[config.mk]
export PLATFORM = sky130hd
export DESIGN_NAME = dm_arbiter
export DESIGN_NICKNAME = d
export VERILOG_FILES = /design/src/rtl/dm_pkg.sv /design/src/rtl/dm_rr_arb2.sv /design/src/rtl/dm_arbiter.sv
export SDC_FILE = /design/constraint.sdc
export NUM_CORES = 1
export LEC_CHECK = 0
export CAP_MARGIN = 20
export CORE_AREA = 2 2 162 164
export DETAILED_ROUTE_END_ITERATION = 12
export DIE_AREA = 0 0 164 166
export PLACE_DENSITY_LB_ADDON = 0.3
export SLEW_MARGIN = 20
export SYNTH_ARGS = -nofsm -noshare
export SYNTH_HDL_FRONTEND = slang
export SYNTH_SLANG_ARGS = --single-unit
[constraint.sdc]
create_clock -name clk -period 8.4 [get_ports clk]
set_input_delay 2.52 -clock clk [delete_from_list [all_inputs] [get_ports clk]]
set_output_delay 2.52 -clock clk [all_outputs]
set_load 0.05 [all_outputs]
[src/rtl/dm_pkg.sv]
// Shared types and helpers for the data-memory arbiter: state encoding, the
// full-word byte-enable constant and the byte-lane merge used for partial stores.
package dm_pkg;

  typedef enum logic [1:0] {
    StIdle = 2'd0,
    StRd   = 2'd1,
    StWr   = 2'd2,
    StAck  = 2'd3
  } dm_state_e;

  localparam logic [3:0] BE_FULL = 4'b1111;

  function automatic logic [31:0] merge_word(input logic [3:0]  be,
                                             input logic [31:0] wdata,
                                             input logic [31:0] rdata);
    logic [31:0] res;
    res = '0;
    for (int i = 0; i < 4; i++) begin
      res[8*i +: 8] = be[i] ? wdata[8*i +: 8] : rdata[8*i +: 8];
    end
    return res;
  endfunction

endpackage

[src/rtl/dm_rr_arb2.sv]
// Two-way round-robin arbiter. On a tie the port that did not win last time
// is granted; rr_last resets to 1 so port 0 wins the first tie.
module dm_rr_arb2 (
  input  logic       clk,
  input  logic       reset,
  input  logic [1:0] req_i,
  input  logic       en_i,
  output logic       gnt_valid_o,
  output logic       gnt_idx_o
);

  logic rr_last_q;

  always_comb begin
    gnt_valid_o = en_i & (|req_i);
    if (req_i == 2'b11) begin
      gnt_idx_o = ~rr_last_q;
    end else begin
      gnt_idx_o = req_i[1];
    end
  end

  always_ff @(posedge clk or posedge reset) begin
    if (reset) begin
      rr_last_q <= 1'b1;
    end else if (gnt_valid_o) begin
      rr_last_q <= gnt_idx_o;
    end
  end

endmodule

[src/rtl/dm_arbiter.sv]
// Shares the word-wide data memory between the MEM stage (port 0) and the
// loader (port 1); byte-enable stores become read-modify-write sequences.
module dm_arbiter
  import dm_pkg::*;
#(
  parameter int unsigned ADDR_W = 32,
  parameter int unsigned RD_LAT = 1
) (
  input  logic              clk,
  input  logic              reset,
  input  logic              r0_req,
  input  logic              r0_we,
  input  logic [ADDR_W-1:0] r0_addr,
  input  logic [3:0]        r0_be,
  input  logic [31:0]       r0_wdata,
  input  logic [31:0]       r0_pc,
  output logic              r0_ack,
  output logic [31:0]       r0_rdata,
  input  logic              r1_req,
  input  logic              r1_we,
  input  logic [ADDR_W-1:0] r1_addr,
  input  logic [3:0]        r1_be,
  input  logic [31:0]       r1_wdata,
  input  logic [31:0]       r1_pc,
  output logic              r1_ack,
  output logic [31:0]       r1_rdata,
  output logic [ADDR_W-1:0] dm_addr,
  output logic [31:0]       dm_wdata,
  output logic              dm_we,
  output logic [31:0]       dm_pc,
  input  logic [31:0]       dm_rdata,
  output logic              busy
);

  localparam logic [1:0]        LatLast  = 2'(RD_LAT - 1);
  localparam logic [ADDR_W-1:0] WordMask = {{(ADDR_W-2){1'b1}}, 2'b00};

  dm_state_e         state_q, state_d;
  logic              gnt_valid, gnt_idx;
  logic              port_q, port_d;
  logic              we_q;
  logic [3:0]        be_q;
  logic [31:0]       wdata_q, rbuf_q;
  logic [1:0]        lat_q, lat_d;
  logic              sel_we;
  logic [3:0]        sel_be;
  logic [31:0]       sel_wdata, sel_pc;
  logic [ADDR_W-1:0] sel_addr;
  logic              rd_done;
  logic [31:0]       wr_word;

  logic [ADDR_W-1:0] dm_addr_q;
  logic [31:0]       dm_wdata_q, dm_pc_q, r0_rdata_q, r1_rdata_q;
  logic              dm_we_q, r0_ack_q, r1_ack_q;

  dm_rr_arb2 u_arb (
    .clk         (clk),
    .reset       (reset),
    .req_i       ({r1_req, r0_req}),
    .en_i        (state_q == StIdle),
    .gnt_valid_o (gnt_valid),
    .gnt_idx_o   (gnt_idx)
  );

  always_comb begin
    sel_we    = gnt_idx ? r1_we    : r0_we;
    sel_be    = gnt_idx ? r1_be    : r0_be;
    sel_wdata = gnt_idx ? r1_wdata : r0_wdata;
    sel_pc    = gnt_idx ? r1_pc    : r0_pc;
    sel_addr  = gnt_idx ? r1_addr  : r0_addr;
  end

  assign rd_done = (state_q == StRd) && (lat_q == LatLast);
  assign port_d  = gnt_valid ? gnt_idx : port_q;

  // Full stores enter WR straight from IDLE; partial stores merge the word
  // arriving on dm_rdata as RD completes (the same value rbuf captures).
  assign wr_word = (state_q == StIdle) ? merge_word(sel_be, sel_wdata, rbuf_q)
                                       : merge_word(be_q, wdata_q, dm_rdata);

  always_comb begin
    state_d = state_q;
    lat_d   = lat_q;
    unique case (state_q)
      StIdle: begin
        lat_d = 2'd0;
        if (gnt_valid) begin
          if (!sel_we) begin
            state_d = StRd;
          end else if (sel_be == BE_FULL) begin
            state_d = StWr;
          end else if (sel_be == 4'b0000) begin
            state_d = StAck;
          end else begin
            state_d = StRd;
          end
        end
      end
      StRd: begin
        if (rd_done) begin
          state_d = we_q ? StWr : StAck;
        end else begin
          lat_d = lat_q + 2'd1;
        end
      end
      StWr:    state_d = StAck;
      StAck:   state_d = StIdle;
      default: state_d = StIdle;
    endcase
  end

  always_ff @(posedge clk or posedge reset) begin
    if (reset) begin
      state_q    <= StIdle;
      lat_q      <= 2'd0;
      port_q     <= 1'b0;
      we_q       <= 1'b0;
      be_q       <= 4'b0000;
      wdata_q    <= '0;
      rbuf_q     <= '0;
      dm_addr_q  <= '0;
      dm_pc_q    <= '0;
      dm_wdata_q <= '0;
      dm_we_q    <= 1'b0;
      r0_ack_q   <= 1'b0;
      r1_ack_q   <= 1'b0;
      r0_rdata_q <= '0;
      r1_rdata_q <= '0;
    end else begin
      state_q  <= state_d;
      lat_q    <= lat_d;
      port_q   <= port_d;
      dm_we_q  <= (state_d == StWr);
      r0_ack_q <= (state_d == StAck) && !port_d;
      r1_ack_q <= (state_d == StAck) && port_d;
      if (gnt_valid) begin
        we_q      <= sel_we;
        be_q      <= sel_be;
        wdata_q   <= sel_wdata;
        dm_addr_q <= sel_addr & WordMask;
        dm_pc_q   <= sel_pc;
      end
      if (rd_done) begin
        rbuf_q <= dm_rdata;
        if (!we_q && !port_q) r0_rdata_q <= dm_rdata;
        if (!we_q && port_q)  r1_rdata_q <= dm_rdata;
      end
      if ((state_d == StWr) && (state_q != StWr)) begin
        dm_wdata_q <= wr_word;
      end
    end
  end

  assign dm_addr  = dm_addr_q;
  assign dm_wdata = dm_wdata_q;
  assign dm_we    = dm_we_q;
  assign dm_pc    = dm_pc_q;
  assign r0_ack   = r0_ack_q;
  assign r1_ack   = r1_ack_q;
  assign r0_rdata = r0_rdata_q;
  assign r1_rdata = r1_rdata_q;
  assign busy     = (state_q != StIdle);

endmodule

Yosys cells after proc, flatten, opt, wreduce, memory -nomap -nowiden:

Index checks and enable logic that the tools add are counted.

* bits in registers: 236
* input port bits: 238
* output and inout port bits: 164
* word-level logic and storage cells: 71

* $add $sub $neg: 1
* eq/ne operators: 9
* muxes and demuxes: 25
* bitwise logic cells: 2
* reductions and logical operators: 18

Operators with widths (count)
* two-way mux 32 bit: 4
* two-way mux 8 bit: 8
* two-way mux 2 bit: 6
* equality test 2 bit (second input constant): 5
* case mux 2 bit (4 select lines): 1
* logical AND 1 bit: 6
* AND reduction 2 bit: 3
* equality test 4 bit (second input constant): 1
* zero test 2 bit: 2
* zero test 4 bit: 1
* two-way mux 1 bit: 4
* two-way mux 4 bit: 1
* inequality test 2 bit (second input constant): 2
* case mux 2 bit (2 select lines): 1
* nonzero test 2 bit: 2
* zero test 1 bit: 3
* adder 2 x 1 -> 2 bit (second input constant): 1
* equality test 2 x 1 -> 1 bit (second input constant): 1
* OR reduction 2 bit: 1
* AND 1 bit: 1
* NOT 1 bit: 1

Logic depth before layout (Yosys ltp):

Gate-level depths: netlist (run 1).

* word-level depth: 11
* gate-level depth with buffers: 8

Modules after synthesis:

A second synthesis (run 1) with hierarchy kept.

* cell total of the unflattened synthesis: 953
* area, all modules: 11312.1 um2

Modules (own cells, without submodules)
* dm_arbiter: times used 1, cells an instance 947, area an instance 11255.8 um2, sequential area each 5880.6 um2
* dm_rr_arb2: times used 1, cells an instance 6, area an instance 56.3 um2, sequential area each 26.3 um2

Worst setup path after synthesis (run 1):

No wires, ideal clock.

* kind: input to register
* start point: input port r1_req
* end point: register dm_wdata_q[10], in the netlist dm_wdata[10]
* data arrival time: 3953 ps
* data required time: 8275 ps
* slack: 4322 ps
* cell stages on the path: 8
* cells stage by stage: a21bo_1 > buf_6 > or3_1 > nand2_1 > o211a_1 > buf_6 > buf_12 > mux2_4

* word-level cells in the longest chain between the ends: 11
* elaborated cells on any way between the ends: 18

Ends and longest elaborated chain
* from (decl): line dm_arbiter.sv:19 `input logic r1_req,`
* equality test 2 bit: line dm_rr_arb2.sv:16 `if (req_i == 2'b11) begin`
* two-way mux 1 bit: line dm_rr_arb2.sv:16
* two-way mux 4 bit: line dm_arbiter.sv:67 `sel_be = gnt_idx ? r1_be : r0_be;`
* zero test 4 bit: line dm_arbiter.sv:92 `end else if (sel_be == 4'b0000) begin`
* two-way mux 2 bit: line dm_arbiter.sv:92
* two-way mux 2 bit: line dm_arbiter.sv:90 `end else if (sel_be == BE_FULL) begin`
* two-way mux 2 bit: line dm_arbiter.sv:88 `if (!sel_we) begin`
* two-way mux 2 bit: line dm_arbiter.sv:87 `if (gnt_valid) begin`
* case mux 2 bit (4 select lines): line dm_arbiter.sv:84 `unique case (state_q)`
* equality test 2 bit: line dm_arbiter.sv:148 `if ((state_d == StWr) && (state_q != StWr)) begin`
* logical AND 1 bit: line dm_arbiter.sv:148
* to (signal assigned): line dm_arbiter.sv:149 `dm_wdata_q <= wr_word;`
* to (decl): line dm_arbiter.sv:53 `logic [31:0] dm_wdata_q, dm_pc_q, r0_rdata_q, r1_rdata_q;`

Several ways; a longest one is shown, not always the timed one.
A chain may end at the register's enable or synchronous reset.

Worst setup path after layout (run 1):

* start point: register state_q[0]
* end point: output port busy

* word-level cells in the longest chain between the ends: 1

Ends and longest elaborated chain
* from (decl): line dm_arbiter.sv:38 `dm_state_e state_q, state_d;`
* from (signal assigned): line dm_arbiter.sv:114 `state_q <= StIdle;`
* from (signal assigned): line dm_arbiter.sv:130 `state_q <= state_d;`
* nonzero test 2 bit: line dm_arbiter.sv:162 `assign busy = (state_q != StIdle);`
* to (decl): line dm_arbiter.sv:32 `output logic busy`

Every way passes these cells.

==> results of run 1 <==
-- registers in the layout, summed over array words and instances, names as in the netlist --
signal and count:
be_q 4, dm_addr 30, dm_pc 32, dm_wdata 32, dm_we 1, lat_q 2, port_q 1, r0_ack 1
r0_rdata 32, r1_ack 1, r1_rdata 32, rbuf_q 1, state_q 2, u_arb.rr_last_q 1, wdata_q 32, we_q 1
-- cell type report --
class / count / area, um^2
Tap cell: 335 / 419
Clock buffer: 35 / 703
Fill cell: 2210 / 10900
Sequential cell: 205 / 5130
Timing Repair Buffer: 405 / 4030
Inverter: 7 / 33.8
Multi-Input combinational cell: 698 / 4220
Antenna cell: 2 / 5.00
Clock inverter: 9 / 195
-- cells in the mapped netlist, types with 3 or more instances --
master and count:
dfrtp_1 204, nand2_1 202, a31oi_1 132, nor2_1 103, mux2_2 69, nand3_1 64, clkbuf_1 48, a211oi_1 33
nor2b_1 33, mux2_4 29, buf_2 21, buf_1 7, inv_1 7, buf_12 3, nor3_1 3, o21ai_0 3
-- layer usage --
layer	share of wire	wire length [um]	vias to the layer above	track usage
met1	0.39	12100	4241	0.270
met2	0.50	15400	324	0.384
met5	0.00051	16	-	0
li1	-	-	4158	-
met4	0.030	920	2	0.0763
met3	0.084	2630	58	0.0652
-- worst max-delay path, cell delays in order, from the launching register on --
cell and delay [ns]:
dfrtp_1 0.49, nor2_4 0.14, buf_4 0.59, inv_1 0.22, clkdlybuf4s50_1 0.78
-- kinds of logic after synthesis --
kind of cell	after synthesis
AOI/OAI and AO/OA	179
adders and majority gates	1
buffers and inverters	90
DFF	205
muxes	98
other	1
and+or+nand+nor	418
-- how the worst max path moves through the flow --
stage | end | slack, ns | depth (start not counted)
2_1_floorplan | be_q[0]$_DFFE_PP0P_ | 0.29 | 1
3_3_place_gp | r1_ack$_DFF_PP0_ | 2.87 | 7
3_5_place_dp | r1_ack$_DFF_PP0_ | 2.86 | 7
4_1_cts | busy | 3.08 | 4
5_1_grt | busy | 2.95 | 4
6_report | busy | 3.13 | 4
-- power by group through the flow --
stage / registers (mW) / logic (mW) / clock network [mW]
after floorplan: 3.14 / 1.26 / 0
after global placement: 1.81 / 3.73 / 0
after detailed placement: 1.83 / 3.77 / 0
after CTS: 1.83 / 3.78 / 1.21
after global routing: 1.89 / 3.97 / 1.25
final: 1.83 / 3.76 / 1.18
==> metrics, run 1 <==
status finished clean; design area 0.0147 mm^2; Initial Util 0.380; synthesized area per cell 9.82 um^2; WL final between 30000 and 40000 um; H-Tree Depth 1; Die Span X 164 um; peak supply drop approximately 260 uV; max-cap violations 0; Hold Path Class flip-flop to flip-flop; Finished Layout Cells 1696; Hold Buf Count CTS 0; Reg-to-Reg Start state_q[0]$_DFF_PP0_; Area Growth Syn to Fin 51.2%; Yosys reg bits around 210; global placer's final weighted congestion 0.809; RSZ-0062 raised after global routing false; Final setup viols 0; Clock Tree Root clkbuf_16; CP startpoint state_q[0]$_DFF_PP0_; r2r setup slk 5.22 ns; die area 0.0272 mm^2; Synth warnings 0; Core ar. roughly 0.026 mm^2; CTS resizes 0; post-synth cell types 39; P_leak ~6.0 nW; Worst-Skew Late Latency ~0.51 ns; Die Y-Extent around 170 um; Post-Synth Adder-Cell Area 0.00128; Async SR Flop Fraction 1.00; row count 59; fraction of layout cells with a size suffix above 1 0.114; capturing point of the worst reg2reg path r1_ack$_DFF_PP0_; final setup skew 0.0102 ns; CP max FO 70; main combinational cell family by area after synthesis simple AND/OR/NAND/NOR gates; TNS Setup 0 ns; HPWL after DPL 21200 um; simple-gate share of the synthesized area 0.182; vias 8783; sequential share of the synthesized area 0.527; period utilization 0.628; placed cells 1650; NumNets Final 1580; post-route ant nets 0; Synth Area in Compound Gates 0.120; Post-CTS Setup Bufs 0; worst hold start r1_rdata[27]$_DFFE_PP0P_; Synth area leader dfrtp_1; Crit Path Class flip-flop to output pin; mux contribution to synthesized area 0.124; drt first pass iters 5; Gate power share 0.556; fin crit period 5.27 ns; Num CTS Buffers 24; pre-CTS setup slack 2.86 ns; Pwr Total 6.76 mW; switch share 0.456; Netlist Area Pre-Place approximately 0.0097 mm^2; Main synth FF type dfrtp_1; # port buffers just under 400; vias in the first global route approximately 9k; Worst Path Arrival about 2.8 ns; Hold Crit Depth 1; DRC violation count after routing 0; cell depth of the worst flop-to-flop path 8; Worst setup EP type output pin; routed len/inst 18.4 um; first-pass GRT wire length 48600 um; Yosys top cell area share 0.524; Max Slew Vio Count 0; FMAX 190 MHz; commonest cells after routing, fill and taps aside 395 x clkdlybuf4s50_1, 204 x dfrtp_1, 201 x nand2_1; commonest non-fill, non-tap cell in the layout clkdlybuf4s50_1; relative slew slack 0.345; Power Density 459 mW/mm^2; vias per cell between 5 and 6; Global Route Usage Sum 0.225; hold slack 0.503 ns; Final Hold Vio Count 0; largest net degree at the start of global routing 117; CTS clk-pin slew, worst paths 0.06 ns; Int Power roughly 3.7 mW; Hold Crit Endpoint r1_rdata[27]$_DFFE_PP0P_; Post-synth EDFFs 0; post-synthesis xor/xnor area fraction 0; Psw 3.08 mW; clk sinks 205; area of placed instances 0.0138 mm^2; clock network fraction of total power 0.174; Worst EP required 5.88 ns; CTS tree done; Reg power frac 0.270; fin util 0.575; worst slew pin tran 0.980 ns; initial antenna violation count 3; largest cells by area after synthesis dfrtp_1 52%, a31oi_1 8.5%, mux2_2 8.0%, nand2_1 7.8%, mux2_4 4.5%; worst setup margin 3.13 ns; CP startpoint kind flip-flop; Gate Count Post-Synth 992; CTS Buffer Depth 3; global route overflow 0; DRT iter0 DRCs 459; io pins 402
(Power assumes the default switching activity.)
==> run 2, diff against run 1 <==
- clock period: 8.4 -> 4.68 ns (I/O delays scaled with it)
==> run 2 against run 1 <==
Against the previous run:
- count of clock-buffer cells in the layout down 1
- power is 78% higher
- die area stayed put
- clock power is 66% higher
- clock skew rose by 0.0049 ns
- global-route usage increased by 0.087 points
- critical path depth rose by 3
- hold slack about the same
- flip-flop and latch count did not move
- via count up 0.96%
- register-to-register slack got worse by 2.8 ns
==> metrics, run 2 (synthesis gave the netlist of run 1 again) <==
status finished clean (unchanged); fraction of layout cells with a size suffix above 1 0.122 (was 0.114); fin util 0.579 (was 0.575); pre-CTS setup slack 0.570 ns (was 2.86 ns); initial antenna violation count 5 (was 3); period utilization 0.771; Final Hold Vio Count 0 (unchanged); Reg-to-Reg Start lat_q[0]$_DFFE_PP0P_ (was state_q[0]$_DFF_PP0_); routed len/inst 18.2 um (was 18.4 um); vias 8867 (was 8783); area of placed instances 0.0140 mm^2 (was 0.0138 mm^2); TNS Setup 0 ns (unchanged); CTS resizes 0 (unchanged); Worst setup EP type flip-flop (was output pin); Crit Path Class input pin to flip-flop (was flip-flop to output pin); Area Growth Syn to Fin 52.3% (was 51.2%); row count 59 (unchanged); Core ar. 0.0256 mm^2 (unchanged); CTS clk-pin slew, worst paths 0.06 ns (about the same); cell depth of the worst flop-to-flop path 6 (was 8); Worst-Skew Late Latency 0.51 ns (about the same); peak supply drop 400 uV (was 260 uV); RSZ-0062 raised after global routing false (unchanged); CTS Buffer Depth 3 (unchanged); FF/Latch Area 0.00513 mm^2 (unchanged); Worst Path Arrival 4.00 ns (was 2.75 ns); P_leak 6.01 nW (was 5.96 nW); Hold Buf Count CTS 0 (unchanged); Max Slew Vio Count 0 (unchanged); Post-CTS Setup Bufs 0 (unchanged); FMAX 277 MHz; r2r setup slk 2.46 ns (was 5.22 ns); design area 0.0148 mm^2 (was 0.0147 mm^2); Hold Crit Endpoint r0_rdata[2]$_DFFE_PP0P_ (was r1_rdata[27]$_DFFE_PP0P_); commonest non-fill, non-tap cell in the layout clkdlybuf4s50_1 (unchanged); final setup skew 0.0151 ns (was 0.0102 ns); Final setup viols 0 (unchanged); worst slew pin tran 0.818 ns (was 0.980 ns); drt first pass iters 5 (unchanged); clk sinks 205 (unchanged); DRT iter0 DRCs 485 (was 459); global route overflow 0 (unchanged); CP startpoint kind input pin (was flip-flop); HPWL after DPL 21600 um (was 21200 um); Die Y-Extent 166 um (unchanged); Global Route Usage Sum 0.226 (was 0.225); Clock Tree Root clkbuf_16 (unchanged); io pins 402 (unchanged); worst hold start r0_rdata[2]$_DFFE_PP0P_ (was r1_rdata[27]$_DFFE_PP0P_); vias in the first global route 8993 (was 8808); Power Density 811 mW/mm^2 (was 459 mW/mm^2); CTS tree done (unchanged); Initial Util 0.380 (unchanged); die area 0.0272 mm^2 (unchanged); max-cap violations 0 (unchanged); global placer's final weighted congestion 0.799 (was 0.809); capturing point of the worst reg2reg path r0_rdata[28]$_DFFE_PP0P_ (was r1_ack$_DFF_PP0_); placed cells 1661 (was 1650); Hold Path Class flip-flop to flip-flop (unchanged); fin crit period 3.61 ns; FILL cells 2237 (was 2210); hold slack 0.503 ns (about the same); Num CTS Buffers 24 (unchanged); vias per cell 5.19 (was 5.18); Worst EP required 5.07 ns (was 5.88 ns); worst setup margin 1.07 ns (was 3.13 ns); commonest cells after routing, fill and taps aside 395 x clkdlybuf4s50_1, 204 x dfrtp_1, 202 x nand2_1 (was 395 x clkdlybuf4s50_1, 204 x dfrtp_1, 201 x nand2_1); WL final 31100 um (was 31200 um); H-Tree Depth 1 (unchanged); largest net degree at the start of global routing 131 (was 117); CP max FO 22 (was 70); DRC violation count after routing 0 (unchanged); # port buffers 395 (unchanged); NumNets Final 1591 (was 1580); relative slew slack 0.454 (was 0.345); post-route ant nets 0 (unchanged); first-pass GRT wire length 48700 um (was 48600 um); Die Span X 164 um (unchanged); Finished Layout Cells 1708 (was 1696); Hold Crit Depth 1 (unchanged); footprint of the multi-input gates 0.00422 mm^2 (about the same); Pwr Total 12.0 mW (was 6.76 mW)
run 2: worst max-delay path, stage by stage:
cell             delay [ns]
clkdlybuf4s50_1        0.85
nand4_1                0.27
or3_1                  0.45
nand2_1                0.08
o211a_2                0.18
buf_4                  0.41
mux2_4                 0.34
run 2: worst max-delay path by stage:
stage | to | cells past startpoint | from | slack (ns)
5_1_grt | dm_wdata[14]$_DFFE_PP0P_ | 7 | r0_be[3] | 0.96
3_5_place_dp | dm_wdata[6]$_DFFE_PP0P_ | 7 | r0_be[3] | 0.57
3_3_place_gp | dm_wdata[1]$_DFFE_PP0P_ | 7 | r0_be[3] | 0.56
2_1_floorplan | be_q[0]$_DFFE_PP0P_ | 1 | reset | 0.62
4_1_cts | dm_wdata[16]$_DFFE_PP0P_ | 7 | r0_be[3] | 1.09
6_report | dm_wdata[16]$_DFFE_PP0P_ | 7 | r0_be[3] | 1.07
run 2: routing by layer:
metal | GRT usage | part of all wire
met1 | 0.275 | 0.39
met3 | 0.0629 | 0.085
met2 | 0.385 | 0.49
met4 | 0.0748 | 0.031
met5 | 0 | 0.00042
run 2: where the power goes:
group          internal [mW]  total (mW)  switching [mW]
combinational           2.58        6.80            4.22
clock                   1.23        1.96           0.726
sequential              2.69        3.27           0.582
run 2: layout make-up:
class                      instances  share of cell area
antenna                            4            0.000675
sequential                       205               0.346
clock inverter                     9             0.00827
tap                              335              0.0283
clock buffer                      34              0.0485
inverter                           7             0.00202
timing repair buffer             416               0.282
multi-input combinational        698               0.284
